**config.mk**
```make
export PLATFORM = sky130hd
export DESIGN_NAME = chip8_boot_streamer_flat
export DESIGN_NICKNAME = d
export VERILOG_FILES = /design/src/rtl/chip8_boot_streamer_if.sv /design/src/rtl/chip8_boot_streamer.sv /design/src/flat_wrapper.sv
export SDC_FILE = /design/constraint.sdc
export NUM_CORES = 1
export LEC_CHECK = 0
export CAP_MARGIN = 5
export CELL_PAD_IN_SITES_DETAIL_PLACEMENT = 1
export CELL_PAD_IN_SITES_GLOBAL_PLACEMENT = 2
export CORE_MARGIN = 10
export CORE_UTILIZATION = 36
export DETAILED_ROUTE_END_ITERATION = 7
export GPL_ROUTABILITY_DRIVEN = 0
export PLACE_DENSITY = 0.9
export SETUP_SLACK_MARGIN = 0.1
export SLEW_MARGIN = 10
export SYNTH_ARGS = -nofsm -noshare
export SYNTH_HDL_FRONTEND = slang
export SYNTH_SLANG_ARGS = --single-unit
```
**constraint.sdc**
```tcl
create_clock -name clk -period 3.85 [get_ports clk]
set_clock_uncertainty 0.05 [all_clocks]
set_input_delay 0.9625 -clock clk [delete_from_list [all_inputs] [get_ports clk]]
set_output_delay 0.9625 -clock clk [all_outputs]
set_load 0.05 [all_outputs]
```
**src/rtl/chip8_boot_streamer_if.sv**
```systemverilog
// Boot-data host bus and program RAM upload port of chip8_boot_streamer.
// master = ZPUFlex host side, slave = streamer side.
interface chip8_boot_streamer_if;

  logic [31:0] host_bootdata;
  logic        host_bootdata_req;
  logic        host_bootdata_ack;
  logic        host_bootdata_reset;
  logic [15:0] host_bootdata_size;
  logic [11:0] ram_addr;
  logic [7:0]  ram_data;
  logic        ram_we;
  logic        loading;
  logic        core_rst_n;

  modport master (
    output host_bootdata,
    output host_bootdata_req,
    output host_bootdata_reset,
    output host_bootdata_size,
    input  host_bootdata_ack,
    input  ram_addr,
    input  ram_data,
    input  ram_we,
    input  loading,
    input  core_rst_n
  );

  modport slave (
    input  host_bootdata,
    input  host_bootdata_req,
    input  host_bootdata_reset,
    input  host_bootdata_size,
    output host_bootdata_ack,
    output ram_addr,
    output ram_data,
    output ram_we,
    output loading,
    output core_rst_n
  );

endinterface

```
**src/rtl/chip8_boot_streamer.sv**
```systemverilog
// Unpacks big-endian 32-bit boot words into Chip-8 program RAM byte writes.
// Define CHIP8_BOOT_ZERO_FILL_EN to zero the RAM above the loaded program.
module chip8_boot_streamer #(
  parameter logic [11:0] BASE_ADDR = 12'h200,
  parameter int unsigned RST_HOLD  = 16
) (
  input logic                  clk,
  input logic                  reset_n,
  chip8_boot_streamer_if.slave bus
);

  localparam logic [12:0] ROOM =
    13'h1000 - {1'b0, BASE_ADDR};
  localparam logic [15:0] HOLD_LAST =
    16'(RST_HOLD - 1);

  typedef enum logic [2:0] {
    S_IDLE,
    S_FETCH,
    S_WRITE,
    S_END,
`ifdef CHIP8_BOOT_ZERO_FILL_EN
    S_FILL,
`endif
    S_DONE
  } state_t;

  state_t      r_state;
  state_t      w_state;
  logic [31:0] r_word;
  logic [31:0] w_word;
  logic [1:0]  r_idx;
  logic [1:0]  w_idx;
  logic [12:0] r_cnt;
  logic [12:0] w_cnt;
  logic [12:0] r_limit;
  logic [12:0] w_limit;
  logic [15:0] r_size;
  logic [15:0] w_size;
  logic [16:0] r_taken;
  logic [16:0] w_taken;
  logic [11:0] r_addr;
  logic [11:0] w_addr;
  logic [15:0] r_hold;
  logic [15:0] w_hold;

  logic        r_ack;
  logic        w_ack;
  logic        r_ram_we;
  logic        w_ram_we;
  logic [11:0] r_ram_addr;
  logic [11:0] w_ram_addr;
  logic [7:0]  r_ram_data;
  logic [7:0]  w_ram_data;
  logic        r_loading;
  logic        w_loading;
  logic        r_core_rst_n;
  logic        w_core_rst_n;

  logic        w_big;
  logic [12:0] w_lim_in;
  logic        w_word_full;

  // Sizes beyond the RAM above BASE_ADDR are clipped to what fits.
  assign w_big =
    (|bus.host_bootdata_size[15:13]) ||
    (bus.host_bootdata_size[12:0] > ROOM);
  assign w_lim_in = w_big ?
    ROOM : bus.host_bootdata_size[12:0];

  assign w_word_full =
    r_taken >= {1'b0, r_size};

`ifdef CHIP8_BOOT_ZERO_FILL_EN
  logic [12:0] w_fill_pos;
  assign w_fill_pos =
    {1'b0, BASE_ADDR} + r_cnt;
`endif

  always_ff @(posedge clk or negedge reset_n) begin
    if (!reset_n) begin
      r_state      <= S_IDLE;
      r_word       <= '0;
      r_idx        <= '0;
      r_cnt        <= '0;
      r_limit      <= '0;
      r_size       <= '0;
      r_taken      <= '0;
      r_addr       <= BASE_ADDR;
      r_hold       <= '0;
      r_ack        <= 1'b0;
      r_ram_we     <= 1'b0;
      r_ram_addr   <= BASE_ADDR;
      r_ram_data   <= '0;
      r_loading    <= 1'b0;
      r_core_rst_n <= 1'b1;
    end else begin
      r_state      <= w_state;
      r_word       <= w_word;
      r_idx        <= w_idx;
      r_cnt        <= w_cnt;
      r_limit      <= w_limit;
      r_size       <= w_size;
      r_taken      <= w_taken;
      r_addr       <= w_addr;
      r_hold       <= w_hold;
      r_ack        <= w_ack;
      r_ram_we     <= w_ram_we;
      r_ram_addr   <= w_ram_addr;
      r_ram_data   <= w_ram_data;
      r_loading    <= w_loading;
      r_core_rst_n <= w_core_rst_n;
    end
  end

  always_comb begin
    w_state      = r_state;
    w_word       = r_word;
    w_idx        = r_idx;
    w_cnt        = r_cnt;
    w_limit      = r_limit;
    w_size       = r_size;
    w_taken      = r_taken;
    w_addr       = r_addr;
    w_hold       = r_hold;
    w_ack        = 1'b0;
    w_ram_we     = 1'b0;
    w_ram_addr   = r_ram_addr;
    w_ram_data   = r_ram_data;
    w_loading    = r_loading;
    w_core_rst_n = r_core_rst_n;

    // A reset pulse restarts the load from any state and beats req.
    if (bus.host_bootdata_reset) begin
      w_limit      = w_lim_in;
      w_size       = bus.host_bootdata_size;
      w_cnt        = '0;
      w_taken      = '0;
      w_addr       = BASE_ADDR;
      w_hold       = '0;
      w_loading    = 1'b1;
      w_core_rst_n = 1'b0;
      if (w_lim_in == 13'd0) begin
`ifdef CHIP8_BOOT_ZERO_FILL_EN
        w_state = S_FILL;
`else
        w_state = S_DONE;
`endif
      end else begin
        w_state = S_FETCH;
      end
    end else begin
      unique case (r_state)
        S_IDLE: begin
        end

        S_FETCH: begin
          if (bus.host_bootdata_req) begin
            w_word  = bus.host_bootdata;
            w_ack   = 1'b1;
            w_idx   = 2'd0;
            w_taken = r_taken + 17'd4;
            w_state = S_WRITE;
          end
        end

        S_WRITE: begin
          w_word = {r_word[23:0], 8'h00};
          w_idx  = r_idx + 2'd1;
          if (r_cnt < r_limit) begin
            w_ram_we   = 1'b1;
            w_ram_addr = r_addr;
            w_ram_data = r_word[31:24];
            w_addr     = r_addr + 12'd1;
            w_cnt      = r_cnt + 13'd1;
          end
          if (r_idx == 2'd3) begin
            if ((w_cnt >= r_limit) &&
                w_word_full) begin
              w_state = S_END;
            end else begin
              w_state = S_FETCH;
            end
          end
        end

        S_END: begin
`ifdef CHIP8_BOOT_ZERO_FILL_EN
          w_state   = S_FILL;
`else
          w_state   = S_DONE;
          w_loading = 1'b0;
          w_hold    = '0;
`endif
        end

`ifdef CHIP8_BOOT_ZERO_FILL_EN
        S_FILL: begin
          if (!w_fill_pos[12]) begin
            w_ram_we   = 1'b1;
            w_ram_addr = r_addr;
            w_ram_data = 8'h00;
            w_addr     = r_addr + 12'd1;
            w_cnt      = r_cnt + 13'd1;
          end else begin
            w_state   = S_DONE;
            w_loading = 1'b0;
            w_hold    = '0;
          end
        end
`endif

        S_DONE: begin
          w_loading = 1'b0;
          if (r_hold == HOLD_LAST) begin
            w_core_rst_n = 1'b1;
            w_state      = S_IDLE;
          end else begin
            w_hold = r_hold + 16'd1;
          end
        end

        default: begin
          w_state = S_IDLE;
        end
      endcase
    end
  end

  assign bus.host_bootdata_ack = r_ack;
  assign bus.ram_we            = r_ram_we;
  assign bus.ram_addr          = r_ram_addr;
  assign bus.ram_data          = r_ram_data;
  assign bus.loading           = r_loading;
  assign bus.core_rst_n        = r_core_rst_n;

endmodule
```
**src/flat_wrapper.sv**
```systemverilog
// flat-port wrapper written by rule: the top's interface ports become plain ports
module chip8_boot_streamer_flat 
#(
  parameter logic [11:0] BASE_ADDR = 12'h200,
  parameter int unsigned RST_HOLD  = 16
)
  (clk, reset_n, bus_host_bootdata, bus_host_bootdata_req, bus_host_bootdata_reset, bus_host_bootdata_size, bus_host_bootdata_ack, bus_ram_addr, bus_ram_data, bus_ram_we, bus_loading, bus_core_rst_n);
  chip8_boot_streamer_if bus_i ();
  input logic clk;
  input logic reset_n;
  input wire logic [$bits(bus_i.host_bootdata)-1:0] bus_host_bootdata;
  input wire logic [$bits(bus_i.host_bootdata_req)-1:0] bus_host_bootdata_req;
  input wire logic [$bits(bus_i.host_bootdata_reset)-1:0] bus_host_bootdata_reset;
  input wire logic [$bits(bus_i.host_bootdata_size)-1:0] bus_host_bootdata_size;
  output wire logic [$bits(bus_i.host_bootdata_ack)-1:0] bus_host_bootdata_ack;
  output wire logic [$bits(bus_i.ram_addr)-1:0] bus_ram_addr;
  output wire logic [$bits(bus_i.ram_data)-1:0] bus_ram_data;
  output wire logic [$bits(bus_i.ram_we)-1:0] bus_ram_we;
  output wire logic [$bits(bus_i.loading)-1:0] bus_loading;
  output wire logic [$bits(bus_i.core_rst_n)-1:0] bus_core_rst_n;
  assign bus_i.host_bootdata = bus_host_bootdata;
  assign bus_i.host_bootdata_req = bus_host_bootdata_req;
  assign bus_i.host_bootdata_reset = bus_host_bootdata_reset;
  assign bus_i.host_bootdata_size = bus_host_bootdata_size;
  assign bus_host_bootdata_ack = bus_i.host_bootdata_ack;
  assign bus_ram_addr = bus_i.ram_addr;
  assign bus_ram_data = bus_i.ram_data;
  assign bus_ram_we = bus_i.ram_we;
  assign bus_loading = bus_i.loading;
  assign bus_core_rst_n = bus_i.core_rst_n;
  chip8_boot_streamer #(.BASE_ADDR(BASE_ADDR), .RST_HOLD(RST_HOLD)) u_core (.clk(clk), .reset_n(reset_n), .bus(bus_i));
endmodule
```
==> results_tabular.tex, run 1 <==
\begin{tabular}{lr}
\hline
Metric & Value \\
\hline
\multicolumn{2}{l}{\textbf{Synth}} \\
\quad Cell count after synthesis & 831 \\
\quad Number of synthesized register bits & 146 \\
\quad Async set-or-reset flop fraction in the synthesized netlist & 100\% \\
\quad Top-area cell type share of the netlist area & 45.6\% \\
\quad Yosys warning count & 0 \\
\quad Syn Std Cell Area & 7850 um\^{}2 \\
\quad Ranking of synthesized cells by area & dfrtp\_1 (46\%), ha\_1 (7.0\%), nand2\_1 (5.5\%) \\
\quad Count of flip-flops with a built-in enable after synthesis & 0 \\
\quad Post-Synthesis Net Count & 927 \\
\quad Library cell occupying the most area in the post-synthesis netlist & dfrtp\_1 \\
\quad Average instance area after synthesis & 9.45 um\^{}2 \\
\quad Part of the Yosys area used for sequential elements & 46.6\% \\
\quad Dominant register cell in the synthesized netlist & dfrtp\_1 \\
\quad Synth cell types & 68 \\
\multicolumn{2}{l}{\textbf{Floorplan}} \\
\quad Site Rows & 53 \\
\quad Die outline area & 28,100 um\^{}2 \\
\quad Die Ht & 168 um \\
\quad Number of top-level design ports & 76 \\
\quad Floorplan core area & 21,200 um\^{}2 \\
\quad Horizontal die dimension & 168 um \\
\quad Starting density of the core & 37.0\% \\
\multicolumn{2}{l}{\textbf{Timing}} \\
\quad Pins Over Slew Limit & 0 \\
\quad Worst Hold Margin & 0.434 ns \\
\quad Setup total negative slack & 0 ns \\
\quad Setup repair after global routing missed its margin & false \\
\quad Total setup violations reported at the end of the flow & 0 \\
\quad Final hold viol count & 0 \\
\quad Final worst path period need & 3.53 ns \\
\quad F\_max & 0.283 GHz \\
\quad Remaining max-slew budget at the tightest pin & 34.8\% \\
\quad Slew at the pin closest to its max-slew limit & 0.978 ns \\
\quad Post-route fraction of the period consumed by the critical path & 91.7\% \\
\multicolumn{2}{l}{\textbf{CTS}} \\
\quad Clock Tree Root & clkbuf\_16 \\
\quad Clock Pin Slew Worst Setup and Hold Paths & 0.06 ns \\
\quad Clock insertion delay at the later pin of the skew report & 0.42 ns \\
\quad Clock sink count & 146 \\
\quad H-tree Lvls & 4 \\
\quad CTS tree & done \\
\quad Post-CTS setup buffers & 0 \\
\quad Post-cts gate resize count & 0 \\
\quad Hold buffer count at CTS & 0 \\
\quad Number of buffers on the longest clock path & 2 \\
\quad Clock buffers created by TritonCTS & 17 \\
\multicolumn{2}{l}{\textbf{Worst setup path}} \\
\quad Startpoint Class & flop \\
\quad Cells traversed along the worst timing path & ha\_1, a21oi\_1, a21boi\_0, a211o\_1, nor2\_1, mux2\_2, ha\_1, a211oi\_1, or3\_1, a311o\_1, a2bb2oi\_1 \\
\quad Worst-path cell with the longest stage delay & dfrtp\_1 \\
\quad R2r endpoint & u\_core.r\_state[1] \\
\quad Critical path's most frequent cell & ha\_1 \\
\quad RR Startpoint & u\_core.r\_cnt[11] \\
\quad Endpoint class of the critical path & flop \\
\quad Data arrival at the endpoint of the critical path & 3.82 ns \\
\quad Slowest stage delay, CP & 0.43 ns \\
\quad Max Fanout on Critical Path & 10 \\
\quad Number of cell instances on the worst register-to-register path & 11 \\
\quad Worst reg-to-reg setup slack & 0.32 ns \\
\quad Critical path required time & 4.14 ns \\
\quad Crit Path Class & reg -> reg \\
\multicolumn{2}{l}{\textbf{Flow run}} \\
\quad Max-capacitance violation count & 0 \\
\multicolumn{2}{l}{\textbf{Global route}} \\
\quad Final global-route overflow total & 0 \\
\quad Vias in the first global route & 6,926 \\
\quad Most crowded layer after global routing & met2 \\
\quad Met1 routing resource usage after global routing & 18.8\% \\
\quad Overall Global Routing Usage & 15.0\% \\
\quad Met2 GRT Util & 25.9\% \\
\quad Largest net degree at the start of global routing & 103 \\
\quad Global-route wire length before repair & 35.4 mm \\
\quad Met3 global-route usage & 2.20\% \\
\quad Initial antenna violation count & 0 \\
\multicolumn{2}{l}{\textbf{Min path}} \\
\quad Number of cells traversed by the worst hold path & 1 \\
\quad Worst Hold Path EP & u\_core.r\_idx[0] \\
\quad Hold Path Class & reg -> reg \\
\quad Hold path startpoint & u\_core.r\_idx[0] \\
\multicolumn{2}{l}{\textbf{Route}} \\
\quad Number of iterations in the first detailed-routing pass & 4 \\
\quad Number of DRC violations after detailed-routing iteration 0 & 353 \\
\quad Wire length per cell after detailed routing & 17.9 um \\
\quad Remaining design rule violation count & 0 \\
\quad Total wirelength of the detailed-routed design & 21.2 mm \\
\quad Via-per-instance ratio & 5.41 \\
\quad Remaining antenna violation count & 0 \\
\quad Detailed-route via count & 6,401 \\
\multicolumn{2}{l}{\textbf{Final layout}} \\
\quad Share of cells above drive strength 1 & 11.3\% \\
\quad Count of antenna diodes in the layout & 0 \\
\quad Area growth from synthesis to layout & 20.3\% \\
\quad Most common cell after layout, fill and taps aside & dfrtp\_1 \\
\quad Leading cell types in the layout, fill and taps excluded & dfrtp\_1 (143), nand2\_1 (115), clkdlybuf4s50\_1 (73), nor2\_1 (71), o21ai\_0 (58) \\
\quad Final core utilization & 44.5\% \\
\quad Final cell count without fillers & 1,184 \\
\quad Final net count & 992 \\
\multicolumn{2}{l}{\textbf{Place}} \\
\quad Dpl hpwl & 14.9 mm \\
\quad Total placed cells including tap cells & 1,152 \\
\quad Quantity of I/O buffers inserted on ports & 75 \\
\multicolumn{2}{l}{\textbf{Outcome}} \\
\quad Status & completed \\
\multicolumn{2}{l}{\textbf{Pwr}} \\
\quad PwrDens & 392 nW/um\^{}2 \\
\quad PnR Total Power & 3.70 mW \\
\quad Static leakage & 4.16 nW \\
\quad Worst ir drop on vdd & 0.224 mV \\
\hline
\end{tabular}
==> final cells by class <==
class	instances	area, um^2
Fill cell	2437	11800
Multi-Input combinational cell	608	3890
Sequential cell	146	3660
Timing Repair Buffer	91	867
Clock buffer	19	453
Tap cell	275	344
Inverter	32	120
Clock inverter	13	118
==> worst max-delay path: cells and delay by family (launching register included) <==
kind	cells	cell delay, ns
adder cells (fa/ha/maj)	2	0.61
AO/OA/AOI/OAI	6	1.31
flip-flops	1	0.43
AND/OR/NAND/NOR	2	0.66
multiplexers	1	0.37
==> worst max path at each step <==
stage          cells past startpoint              from                 to
2_1_floorplan                     13  u_core.r_cnt[11]  u_core.r_state[1]
3_3_place_gp                      11   u_core.r_cnt[8]  u_core.r_state[1]
3_5_place_dp                      11  u_core.r_cnt[11]  u_core.r_state[1]
4_1_cts                           11  u_core.r_cnt[11]  u_core.r_state[1]
5_1_grt                           11  u_core.r_cnt[11]  u_core.r_state[1]
6_report                          11  u_core.r_cnt[11]  u_core.r_state[1]
==> report_power, final <==
| part | leakage, nW | switching [mW] | internal [mW] |
|---|---|---|---|
| clock | 0.279 | 0.725 | 0.882 |
| combinational | 1.99 | 0.215 | 0.158 |
| sequential | 1.89 | 0.0679 | 1.66 |
| total | 4.16 | 1.01 | 2.70 |
==> synth_stat cells, types with 7 or more instances <==
cell and number:
a21oi_1 30, a31oi_1 26, and3_1 10, and4_1 9, buf_2 7, clkbuf_1 29, dfrtp_1 143, ha_1 44
inv_1 31, mux2_2 25, nand2_1 115, nand3_1 28, nand4_1 19, nor2_1 73, nor3_1 17, nor4_1 9
o21ai_0 58, o31ai_1 16, or4_1 11, xnor2_1 10, xor2_1 20
==> flip-flops by register name, summed over array words and instances, names as in the netlist, 2 cells and up <==
name / cells
u_core.r_state: 3
u_core.r_size: 16
u_core.bus.ram_addr: 12
u_core.r_addr: 12
u_core.r_limit: 13
u_core.r_word: 32
u_core.bus.ram_data: 8
u_core.r_idx: 2
u_core.r_hold: 16
u_core.r_cnt: 13
u_core.r_taken: 15
==> layer usage <==
metal	share of wire, %	wire [um]
met1	48	10100
met2	49	10400
met3	2.2	470
met4	1.1	224
met5	0	0
==> cell families after synthesis <==
family / share of synthesized area [%]
AO/OA/AOI/OAI: 13.9
XOR/XNOR: 3.35
adder cells (fa/ha/maj): 7.01
buffers and inverters: 3.95
flip-flops: 46.6
multiplexers: 3.97
AND/OR/NAND/NOR: 21.3
==> through the flow <==
stage	setup WS, ns	area [um^2]
4_1_cts	0.369	9450
5_1_grt	0.159	9450
2_1_floorplan	0.441	7850
3_3_place_gp	0.478	8880
3_5_place_dp	0.384	8880
6_report	0.321	9450
Note: power is estimated with default switching activity, not from simulation.
==> run 2, diff against run 1 <==
--- a/config.mk
+++ b/config.mk
@@ -11,8 +11,7 @@
 export CORE_MARGIN = 10
 export CORE_UTILIZATION = 36
 export DETAILED_ROUTE_END_ITERATION = 7
-export GPL_ROUTABILITY_DRIVEN = 0
-export PLACE_DENSITY = 0.9
+export PLACE_DENSITY = 0.82
 export SETUP_SLACK_MARGIN = 0.1
 export SLEW_MARGIN = 10
 export SYNTH_ARGS = -nofsm -noshare
==> run 2 against run 1 <==
  * Register-to-register slack improved by 0.02 ns
  * Combinational power about the same
  * Worst hold slack about the same
  * Die area unchanged
  * Cell area about the same
  * Count of clock-buffer cells in the layout increased by 2
  * Final cell count about the same
  * Fmax increased by 0.47%
  * Critical path depth unchanged
  * Highest routed layer unchanged
==> results_tabular.tex, run 2 (same netlist as run 1, synthesis figures left out) <==
\begin{tabular}{lr}
\hline
Metric & Value \\
\hline
\multicolumn{2}{l}{\textbf{Pwr}} \\
\quad PnR Total Power & 3.69 mW (-0.42\%) \\
\quad Worst ir drop on vdd & 0.282 mV (+26\%) \\
\quad Gate power share & 10.1\% (about the same) \\
\quad PwrDens & 390 nW/um\^{}2 (-0.48\%) \\
\quad Clk network pwr share & 43.2\% (-0.2 points) \\
\quad Net Sw Power & 0.960 mW (-4.7\%) \\
\quad Internal Power & 2.73 mW (+1.2\%) \\
\quad Sequential cell fraction of total power & 46.7\% (about the same) \\
\quad Switching part of the total power & 26.0\% (-1.2 points) \\
\quad Static leakage & 4.16 nW (-0.18\%) \\
\multicolumn{2}{l}{\textbf{Floorplan}} \\
\quad Die Ht & 168 um (unchanged) \\
\quad Die outline area & 28,100 um\^{}2 (unchanged) \\
\quad Floorplan core area & 21,200 um\^{}2 (unchanged) \\
\quad Site Rows & 53 (unchanged) \\
\quad Starting density of the core & 37.0\% (unchanged) \\
\quad Horizontal die dimension & 168 um (unchanged) \\
\quad Number of top-level design ports & 76 (unchanged) \\
\multicolumn{2}{l}{\textbf{CTS}} \\
\quad Clock insertion delay at the later pin of the skew report & 0.43 ns (about the same) \\
\quad Hold buffer count at CTS & 0 (unchanged) \\
\quad Clock Tree Root & clkbuf\_16 \\
\quad Clock buffers created by TritonCTS & 17 (unchanged) \\
\quad CTS tree & done \\
\quad Post-cts gate resize count & 0 (unchanged) \\
\quad H-tree Lvls & 4 (unchanged) \\
\quad Clock Pin Slew Worst Setup and Hold Paths & 0.06 ns (about the same) \\
\quad Clock sink count & 146 (unchanged) \\
\quad Post-CTS setup buffers & 0 (unchanged) \\
\quad Number of buffers on the longest clock path & 2 (unchanged) \\
\multicolumn{2}{l}{\textbf{Worst setup path}} \\
\quad RR Startpoint & u\_core.r\_cnt[11] \\
\quad Cells traversed along the worst timing path & ha\_1, a21oi\_1, a21boi\_0, a211o\_1, nor2\_1, mux2\_2, ha\_1, a211oi\_1, or3\_1, a311o\_1, a2bb2oi\_1 \\
\quad Data arrival at the endpoint of the critical path & 3.81 ns (about the same) \\
\quad R2r endpoint & u\_core.r\_state[1] \\
\quad Critical path required time & 4.15 ns (about the same) \\
\quad Crit Path Class & reg -> reg \\
\quad Startpoint Class & flop \\
\quad Number of cell instances on the worst register-to-register path & 11 (unchanged) \\
\quad Critical path's most frequent cell & ha\_1 \\
\quad Slowest stage delay, CP & 0.43 ns (about the same) \\
\quad Max Fanout on Critical Path & 12 (+2) \\
\quad Worst-path cell with the longest stage delay & dfrtp\_1 \\
\quad Worst reg-to-reg setup slack & 0.34 ns (+0.02 ns) \\
\quad Endpoint class of the critical path & flop \\
\multicolumn{2}{l}{\textbf{Final layout}} \\
\quad Final cell count without fillers & 1,185 (+0.084\%) \\
\quad Most common cell after layout, fill and taps aside & dfrtp\_1 \\
\quad Number of flip-flops under the largest register name & 32 (unchanged) \\
\quad Leading cell types in the layout, fill and taps excluded & dfrtp\_1 (143), nand2\_1 (115), clkdlybuf4s50\_1 (73), nor2\_1 (71), o21ai\_0 (58) \\
\quad Area growth from synthesis to layout & 20.4\% (about the same) \\
\quad Count of antenna diodes in the layout & 0 (unchanged) \\
\quad Register with the most flip-flops & u\_core.r\_word \\
\quad Final Instance Area & 9450 um\^{}2 (about the same) \\
\quad Share of cells above drive strength 1 & 11.1\% (-0.23 points) \\
\quad Final net count & 993 (+0.10\%) \\
\quad Largest regs & u\_core.r\_word (32), u\_core.r\_hold (16), u\_core.r\_size (16) \\
\multicolumn{2}{l}{\textbf{Route}} \\
\quad Via-per-instance ratio & 5.39 (-0.37\%) \\
\quad Total wirelength of the detailed-routed design & 21.0 mm (-0.84\%) \\
\quad Number of iterations in the first detailed-routing pass & 5 (+1) \\
\quad Wire length per cell after detailed routing & 17.8 um (-0.93\%) \\
\quad Remaining design rule violation count & 0 (unchanged) \\
\quad Remaining antenna violation count & 0 (unchanged) \\
\quad Number of DRC violations after detailed-routing iteration 0 & 296 (-16\%) \\
\quad Detailed-route via count & 6,383 (-0.28\%) \\
\multicolumn{2}{l}{\textbf{Global route}} \\
\quad Overall Global Routing Usage & 15.3\% (+0.33 points) \\
\quad Largest net degree at the start of global routing & 60 (-42\%) \\
\quad Initial antenna violation count & 0 (unchanged) \\
\quad Global-route wire length before repair & 35.7 mm (+0.82\%) \\
\quad Final global-route overflow total & 0 (unchanged) \\
\quad Vias in the first global route & 6,803 (-1.8\%) \\
\multicolumn{2}{l}{\textbf{Min path}} \\
\quad Hold path startpoint & u\_core.r\_idx[0] \\
\quad Hold Path Class & reg -> reg \\
\quad Worst Hold Path EP & u\_core.r\_idx[0] \\
\quad Number of cells traversed by the worst hold path & 1 (unchanged) \\
\multicolumn{2}{l}{\textbf{Flow run}} \\
\quad Max-capacitance violation count & 0 (unchanged) \\
\multicolumn{2}{l}{\textbf{Timing}} \\
\quad Setup repair after global routing missed its margin & false \\
\quad Pins Over Slew Limit & 0 (unchanged) \\
\quad Final worst path period need & 3.51 ns (-0.0165 ns) \\
\quad Setup total negative slack & 0 ns (unchanged) \\
\quad Post-route fraction of the period consumed by the critical path & 91.2\% (-0.43 points) \\
\quad Slew at the pin closest to its max-slew limit & 0.785 ns (-0.193 ns) \\
\quad F\_max & 0.285 GHz (+0.47\%) \\
\quad Final hold viol count & 0 (unchanged) \\
\quad Total setup violations reported at the end of the flow & 0 (unchanged) \\
\quad Remaining max-slew budget at the tightest pin & 47.3\% (+12 points) \\
\multicolumn{2}{l}{\textbf{Place}} \\
\quad Total placed cells including tap cells & 1,153 (+0.087\%) \\
\quad Placed Instance Area & 8900 um\^{}2 (+0.23\%) \\
\quad Routability cong. & 0.799 \\
\quad Dpl hpwl & 15.1 mm (+0.72\%) \\
\quad Quantity of I/O buffers inserted on ports & 75 (unchanged) \\
\multicolumn{2}{l}{\textbf{Outcome}} \\
\quad Status & completed \\
\hline
\end{tabular}
## run 2: worst max path at each step
| stage | slack (ns) | from | end | cells after the start |
|---|---|---|---|---|
| 5_1_grt | 0.15 | u_core.r_cnt[11] | u_core.r_state[1] | 11 |
| 3_5_place_dp | 0.40 | u_core.r_cnt[11] | u_core.r_state[1] | 11 |
| 6_report | 0.34 | u_core.r_cnt[11] | u_core.r_state[1] | 11 |
| 2_1_floorplan | 0.44 | u_core.r_cnt[11] | u_core.r_state[1] | 13 |
| 3_3_place_gp | 0.47 | u_core.r_cnt[11] | u_core.r_state[1] | 11 |
| 4_1_cts | 0.38 | u_core.r_cnt[11] | u_core.r_state[1] | 11 |
## run 2: layout make-up
cell class,count,area (um^2)
clock buffer,21,450
clock inverter,11,106
fill,2451,11800
inverter,32,120
multi-input combinational,608,3890
sequential,146,3660
tap,275,344
timing repair buffer,92,887
## run 2: critical path, delay by kind of cell (launching register included)
| kind | cells | cell delay [ns] |
|---|---|---|
| AO/OA/AOI/OAI | 6 | 1.30 |
| AND/OR/NAND/NOR | 2 | 0.67 |
| adder cells (fa/ha/maj) | 2 | 0.60 |
| flip-flops | 1 | 0.43 |
| multiplexers | 1 | 0.38 |
## run 2: power groups by stage
stage	sequential [mW]	combinational, mW	clock [mW]
2_1_floorplan	1.76	0.187	0
3_3_place_gp	1.74	0.371	0
3_5_place_dp	1.75	0.382	0
4_1_cts	1.72	0.383	1.64
5_1_grt	1.74	0.424	1.72
6_report	1.72	0.373	1.59
## run 2: layer usage
metal | up-vias | GRT usage, % | part of all wire (%)
met5 | - | 0 | 0
met2 | 85 | 24.9 | 48
met1 | 3183 | 19.8 | 47
met3 | 13 | 4.28 | 4.3
li1 | 3102 | - | -
met4 | 0 | 3.37 | 0.95
## run 2: through the flow
step	util, %	setup WS (ns)	hold slack, ns
floorplan	-	0.441	0.407
global placement	41.9	0.465	0.425
detailed placement	41.9	0.397	0.430
CTS	44.5	0.376	0.441
global route	44.5	0.146	0.449
finish	44.5	0.338	0.434
